===== src/rtl/instr_queue.sv =====
`default_nettype none
//==============================================================================
// instr_queue -- dual-issue circular instruction queue between fetch and decode
// Revision: 1.0
//==============================================================================
module instr_queue #(
  parameter int DEPTH = 16,
  parameter int IW    = 32
) (
  input  logic                     clk,
  input  logic                     reset,
  input  logic                     flush,
  input  logic                     enq_valid_1,
  input  logic                     enq_valid_2,
  input  logic [IW-1:0]            instr_enq_1,
  input  logic [IW-1:0]            pc_enq_1,
  input  logic [IW-1:0]            pre_pc_enq_1,
  input  logic                     pre_direction_enq_1,
  input  logic                     instr_is_compress_enq_1,
  input  logic [IW-1:0]            instr_enq_2,
  input  logic [IW-1:0]            pc_enq_2,
  input  logic [IW-1:0]            pre_pc_enq_2,
  input  logic                     pre_direction_enq_2,
  input  logic                     instr_is_compress_enq_2,
  output logic                     enq_ready,
  input  logic                     deq_ready,
  output logic                     deq_valid_1,
  output logic                     deq_valid_2,
  output logic [IW-1:0]            instr_deq_1,
  output logic [IW-1:0]            pc_deq_1,
  output logic [IW-1:0]            pre_pc_deq_1,
  output logic                     pre_direction_deq_1,
  output logic                     instr_is_compress_deq_1,
  output logic [IW-1:0]            instr_deq_2,
  output logic [IW-1:0]            pc_deq_2,
  output logic [IW-1:0]            pre_pc_deq_2,
  output logic                     pre_direction_deq_2,
  output logic                     instr_is_compress_deq_2,
  output logic [$clog2(DEPTH):0]   count
);

  localparam int              c_AW    = $clog2(DEPTH);
  localparam int              c_EW    = 3 * IW + 2;
  localparam logic [c_AW:0]   c_LIMIT = (c_AW + 1)'(DEPTH - 2);
  localparam logic [c_AW:0]   c_ONE   = (c_AW + 1)'(1);

  logic [c_EW-1:0] r_mem [DEPTH];
  logic [c_AW-1:0] r_head;
  logic [c_AW-1:0] r_tail;
  logic [c_AW:0]   r_count;

  logic            w_enq_ready;
  logic            w_deq_valid_1;
  logic            w_deq_valid_2;
  logic            w_enq_fire;
  logic            w_enq_two;
  logic [1:0]      w_enq_n;
  logic [1:0]      w_deq_n;
  logic [c_AW-1:0] w_head1;
  logic [c_AW-1:0] w_tail1;
  logic [c_EW-1:0] w_ent1;
  logic [c_EW-1:0] w_ent2;
  logic [c_EW-1:0] w_rd1;
  logic [c_EW-1:0] w_rd2;

  // Room is judged on current occupancy only; a same-cycle pop is not credited.
  assign w_enq_ready   = (r_count <= c_LIMIT);
  assign w_deq_valid_1 = (r_count != '0);
  assign w_deq_valid_2 = (r_count > c_ONE);

  // Slot 2 without slot 1 never fires, since slot 1 gates the whole enqueue.
  assign w_enq_fire = w_enq_ready & enq_valid_1 & ~flush;
  assign w_enq_two  = w_enq_fire & enq_valid_2;
  assign w_enq_n    = {w_enq_two, w_enq_fire & ~enq_valid_2};
  assign w_deq_n    = deq_ready ? {w_deq_valid_2, w_deq_valid_1 & ~w_deq_valid_2} : 2'b00;

  assign w_head1 = r_head + c_AW'(1);
  assign w_tail1 = r_tail + c_AW'(1);

  assign w_ent1 = {instr_enq_1, pc_enq_1, pre_pc_enq_1, pre_direction_enq_1, instr_is_compress_enq_1};
  assign w_ent2 = {instr_enq_2, pc_enq_2, pre_pc_enq_2, pre_direction_enq_2, instr_is_compress_enq_2};

  always_ff @(posedge clk or negedge reset) begin
    if (!reset) begin
      r_head  <= '0;
      r_tail  <= '0;
      r_count <= '0;
    end else if (flush) begin
      r_head  <= '0;
      r_tail  <= '0;
      r_count <= '0;
    end else begin
      r_head  <= r_head + c_AW'(w_deq_n);
      r_tail  <= r_tail + c_AW'(w_enq_n);
      r_count <= r_count + (c_AW + 1)'(w_enq_n) - (c_AW + 1)'(w_deq_n);
    end
  end

  // Entry storage carries no reset; occupancy alone decides what is valid.
  always_ff @(posedge clk) begin
    if (w_enq_fire) begin
      r_mem[r_tail] <= w_ent1;
      if (w_enq_two) begin
        r_mem[w_tail1] <= w_ent2;
      end
    end
  end

  assign w_rd1 = r_mem[r_head];
  assign w_rd2 = r_mem[w_head1];

  assign {instr_deq_1, pc_deq_1, pre_pc_deq_1, pre_direction_deq_1, instr_is_compress_deq_1} = w_rd1;
  assign {instr_deq_2, pc_deq_2, pre_pc_deq_2, pre_direction_deq_2, instr_is_compress_deq_2} = w_rd2;

  assign enq_ready   = w_enq_ready;
  assign deq_valid_1 = w_deq_valid_1;
  assign deq_valid_2 = w_deq_valid_2;
  assign count       = r_count;

endmodule
`default_nettype wire


===== config.mk =====
export PLATFORM = sky130hd
export DESIGN_NAME = instr_queue
export DESIGN_NICKNAME = d
export VERILOG_FILES = /design/src/rtl/instr_queue.sv
export SDC_FILE = /design/constraint.sdc
export NUM_CORES = 2
export LEC_CHECK = 0
export BUFFER_PORTS_ARGS = -buffer_cell sky130_fd_sc_hd__buf_2
export CAP_MARGIN = 20
export CORE_MARGIN = 3
export CORE_UTILIZATION = 35
export DETAILED_ROUTE_END_ITERATION = 10
export PLACE_DENSITY_LB_ADDON = 0.1
export SLEW_MARGIN = 15
export SYNTH_ARGS = -nofsm -noshare
export SYNTH_HDL_FRONTEND = slang
export SYNTH_SLANG_ARGS = --single-unit

===== constraint.sdc =====
create_clock -name clk -period 22.9 [get_ports clk]
set_clock_uncertainty 0.05 [all_clocks]
set_input_delay 4.58 -clock clk [delete_from_list [all_inputs] [get_ports clk]]
set_output_delay 4.58 -clock clk [all_outputs]
set_load 0.005 [all_outputs]

== Word level (Yosys, flattened, before mapping) ==
Memories as Yosys holds them, arrays and structs flattened.
Index checks and enable logic that the tools add are counted.

* Bits in read-only memories: 0
* Logic and storage cells: 30
* Bits in writable memories: 1,568
* Memories: 1
* Bits in latches: 0
* Flip-flop bits (word level): 13

* Reductions and logical operators: 1
* Add/sub/neg operators: 6
* Multiplexer cells: 9
* Shift operators: 0
* Order comparisons: 2
* Bitwise gates (word level): 8
* Divide/modulo/power cells: 0
* Multiply operators: 0
* Eq/ne operators: 0

{| class="wikitable"
|+ Memories
! name !! depth !! bits a word !! rd ports !! clocked after memory_dff !! write ports !! line !! text
|-
| r_mem || 16 || 98 || 2 || 0 || 2 || 47 || <nowiki>logic [c_EW-1:0] r_mem [DEPTH];</nowiki>
|}

{| class="wikitable"
|+ Operators with widths
! cell !! count
|-
| $add 4x1->4 const B || 2
|-
| $add 4x2->4 || 2
|-
| $mux 4 || 2
|-
| $add 5x2->5 || 1
|-
| $and 1x1->1 || 5
|-
| $gt 5x1->1 const B || 1
|-
| $le 5x4->1 const B || 1
|-
| $mux 1 || 5
|-
| $mux 5 || 1
|-
| $reduce_bool 5->1 || 1
|-
| $sub 5x2->5 || 1
|-
| $not 1->1 || 3
|-
| $mux 2 || 1
|}

== Depth between registers and ports, before layout ==
* Depth after elaboration: 7
* Mapped depth: 15

== Worst setup path before layout ==
OpenSTA, ideal clock, no wires.

* Kind: input-to-reg
* Start point: input flush
* End point: memory r_mem[5][0] in the netlist's numbering (enable)
* Setup slack: 7.248 ns
* Required time: 22.029 ns
* Path buffers: 1
* Arrival: 14.781 ns
* Cell stages on the path: 3
* Setup time: 0.821 ns
* Cells stage by stage: nand2b_1 -> buf_6 -> o41ai_1

{| class="wikitable"
|+ RTL lines
! item !! line !! text
|-
| start: declaration || 12 || <nowiki>input logic flush,</nowiki>
|-
| end: declaration || 47 ||
|}

== Final worst setup path ==
* Start point: register r_head[1]
* End point: output pc_deq_2[21]

* Cells in the longest elaborated chain, start to end: 2

{| class="wikitable"
|+ RTL lines
! item !! line !! text
|-
| start: declaration || 48 || <nowiki>logic [c_AW-1:0] r_head;</nowiki>
|-
| start signal: assignment || 93 || <nowiki>r_head <= r_head + c_AW'(w_deq_n);</nowiki>
|-
| $add 4x1->4 || 77 || <nowiki>assign w_head1 = r_head + c_AW'(1);</nowiki>
|-
| $mem_v2 16x98 || -- ||
|-
| end: declaration || 35 || <nowiki>output logic [IW-1:0] pc_deq_2,</nowiki>
|}

No other way between the ends.

==> metrics.md <==
| Metric | Value |
|---|---|
| Outcome | finished, final reports clean |
| Arr. time, crit path | 6.51 ns |
| Post-CTS Hold Fix Bufs | 0 |
| Post-synth top area share | 0.518 |
| Initial Util | 0.353 |
| Reg2reg start | count[2] |
| Worst Setup SP | r_head[1] |
| DR vias/cell | approximately 6.3 |
| Worst-Margin Slew | about 1.2 ns |
| Met1 Use GR | 0.348 |
| Clock H-tree levels | 4 |
| Routing usage on met3 | 0.0577 |
| Die span in x | about 520 µm |
| Clock latency on the worst-skew pair | roughly 0.87 ns |
| Setup violations, final | 0 |
| Placed Instance Area | 0.0958 mm² |
| Mapped Cells | approximately 5400 |
| Cell Rows | approximately 190 |
| Share of cells above drive strength 1 | 0.562 |
| Minimum hold slack | 0.598 ns |
| DP HPWL | 185000 µm |
| Max Fclk | between 80 and 90 MHz |
| Clk slew on worst S/H paths | 0.06 ns |
| Share of flip-flops with an asynchronous set or reset | 0.00822 |
| Worst slew margin | 0.189 |
| GRT busiest layer | met2 |
| Gpl congestion | between 0.7 and 0.8 |
| Area leader, netlist | edfxtp_1 |
| Flops & latches, synth | 1581 |
| Worst vdd ir | 78.9 µV |
| Congestion Overflow GR | 0 |
| Initial antenna violation count | between 90 and 100 |
| Final Hold Viols | 0 |
| Worst setup path end | pc_deq_2[21] |
| Crit. End Element | primary output |
| DIE AREA | between 0.2 and 0.3 mm² |
| Routed vias | between 50000 and 60000 |
| Largest net degree at the start of global routing | between 90 and 100 |
| Gr usage total | 0.260 |
| Post-CTS sizing | 0 |
| Setup slack, reg-to-reg | between 15 and 20 ns |
| Starting DRT DRC Count | between 6000 and 7000 |
| Root buf cell | clkbuf_16 |
| Post-CTS Setup Inserts | 0 |
| Cell variety after synth | between 40 and 50 |
| RSZ-0062 raised after global routing | no |
| Synth-to-layout area growth | 12.1% |
| Io pins | 406 |
| Fill cell count | 23700 |
| Sequential share of the synthesized area | 0.522 |
| Leakage | roughly 0.032 µW |
| Mapped Area | slightly above 0.09 mm² |
| Final WL | between 300000 and 400000 µm |
| CTS tree | done |
| NumNets Final | between 5000 and 6000 |
| Slew Limit Fails | 0 |
| Period utilisation layout | 0.486 |
| Worst Path Class, Setup | reg2out |
| DRC viols | 0 |
| Clock tree sinks | approximately 1600 |
| Post-synth EDFFs | 1568 |
| Most used DFF post-synth | edfxtp_1 |
| Met2 usage | 0.417 |
| Syn Nets | 5637 |
| Worst path required time | 18.27 ns |
| Ys Warns | 0 |
| Worst Hold Class | reg2reg |
| Clock Path Buffers | 3 |
| Reg2reg end | r_mem[3][35] |
| Startpoint Class | register |
| WL per Instance | roughly 39 µm |
| CTS buffer count | around 190 |
| Critical Path Fanout Max | 53 |
| Routed Antenna Nets | 0 |
| Hold_sp | r_tail[3] |
| Area contributors post-synth | edfxtp_1, mux4_2, mux2_2, a22oi_1, clkbuf_1 |
| Die Span Y | slightly above 500 µm |
| Global-route wire length before repair | between 400000 and 500000 µm |
| IO Port Bufs | ~400 |
| Core Area | between 0.2 and 0.3 mm² |
| Number of cells on the worst reg-to-reg path | 9 |
| Power per standard cell area | ~88 mW/mm² |
| Tmin final | roughly 11 ns |
| Post-Syn Area per Cell | 16.8 µm² |
| Drt pass-1 iters | 5 |
| Vias in the first global route | between 50000 and 60000 |
| Sum Neg Setup Slack | 0 ns |
| Fin area | between 0.1 and 0.15 mm² |
| Max-cap violation count | 0 |
==> Yosys cell counts (7+ instances only) <==
| master | instances |
|---|---|
| ha_1 | 15 |
| buf_1 | 18 |
| nor2b_1 | 12 |
| mux2_2 | 1555 |
| mux4_2 | 784 |
| clkbuf_1 | 364 |
| a21oi_1 | 8 |
| buf_4 | 14 |
| o21ai_0 | 199 |
| edfxtp_1 | 1568 |
| nor3_4 | 7 |
| mux2_4 | 9 |
| nand2_1 | 105 |
| a22oi_1 | 293 |
| dfrtp_1 | 13 |
| o21bai_1 | 13 |
| nand3_1 | 104 |
| buf_2 | 245 |
| nor2_1 | 13 |
| inv_1 | 14 |
==> power by group <==
part / internal (µW) / switching, µW / leakage [µW]
Clock: 1650 / 1310 / 0.00287
Sequential: 3240 / 46.7 / 0.0143
Combinational: 1200 / 1530 / 0.0145
==> through the flow <==
stage          power, µW  worst slack, ns  instances  utilization
2_1_floorplan       5060             7.25       5416            -
3_3_place_gp        6100            12.48       8690        0.372
3_5_place_dp        6120            12.49       8694        0.372
4_1_cts             9090            11.50       9044        0.395
5_1_grt             9340            11.51       9050        0.395
6_report            8980            11.76       9079        0.395
==> logic make-up after synthesis <==
| family | Yosys count | share of synthesized area |
|---|---|---|
| AO/OA/AOI/OAI | 521 | 0.0376 |
| AND/OR/NAND/NOR | 274 | 0.0157 |
| adder cells (fa/ha/maj) | 19 | 0.00295 |
| XOR/XNOR | 6 | 0.000579 |
| multiplexers | 2352 | 0.389 |
| flip-flops | 1581 | 0.522 |
| buffers and inverters | 663 | 0.0319 |
==> final cells by class <==
type | count | area, µm² | share of cell area
Inverter | 15 | 56.3 | 0.000553
Clock inverter | 102 | 825 | 0.00810
Sequential cell | 1581 | 47400 | 0.466
Multi-Input combinational cell | 3172 | 40800 | 0.401
Tap cell | 3384 | 4230 | 0.0416
Timing Repair Buffer | 542 | 3270 | 0.0321
Clock buffer | 248 | 5060 | 0.0497
Antenna cell | 35 | 87.6 | 0.000861
==> cells in the final DEF, fill, tap and decap left out, types with 4 or more instances in the layout <==
| master | Yosys | routed |
|---|---|---|
| a21oi_1 | 8 | 6 |
| a22oi_1 | 293 | 293 |
| buf_12 | 0 | 15 |
| buf_2 | 245 | 405 |
| buf_4 | 14 | 120 |
| bufinv_16 | 0 | 8 |
| clkbuf_1 | 364 | 54 |
| clkbuf_16 | 0 | 194 |
| clkinv_1 | 0 | 54 |
| clkinv_2 | 0 | 27 |
| dfrtp_1 | 13 | 11 |
| diode_2 | 0 | 35 |
| edfxtp_1 | 1568 | 1568 |
| fa_1 | 4 | 4 |
| ha_1 | 15 | 14 |
| inv_1 | 14 | 14 |
| inv_16 | 0 | 6 |
| mux2_1 | 4 | 4 |
| mux2_2 | 1555 | 1555 |
| mux2_4 | 9 | 9 |
| mux4_2 | 784 | 784 |
| nand2_1 | 105 | 105 |
| nand2b_1 | 6 | 6 |
| nand3_1 | 104 | 104 |
| nor2_1 | 13 | 11 |
| nor2b_1 | 12 | 10 |
| nor3_4 | 7 | 11 |
| o21ai_0 | 199 | 197 |
| o21bai_4 | 0 | 13 |
| xnor2_1 | 5 | 5 |
==> worst max-delay path: stages (launching register included) <==
cell     delay (ns)
dfrtp_4        1.07
ha_4           0.77
buf_4          0.90
buf_4          0.85
buf_4          0.83
mux4_2         0.41
a22oi_1        0.21
nand3_1        0.26
buf_2          0.21
==> flip-flops by register name, indices dropped and copies added (netlist names) <==
signal and cells:
r_tail 4, r_mem 1568, count 5, r_head 4
==> worst min path at each step <==
stage / end / slack, ns / cells after the start
2_1_floorplan: r_tail[3] / 0.52 / 2
3_3_place_gp: r_tail[3] / 0.58 / 2
3_5_place_dp: r_tail[3] / 0.58 / 2
4_1_cts: r_tail[3] / 0.60 / 2
5_1_grt: r_tail[3] / 0.65 / 2
6_report: r_tail[3] / 0.60 / 2
==> per-layer routing <==
metal,vias to the layer above,share of wire
li1,22700,-
met1,31000,0.41
met2,2608,0.47
met3,597,0.078
met4,48,0.035
met5,-,0.00088
Note: power is estimated with default switching activity, not from simulation.
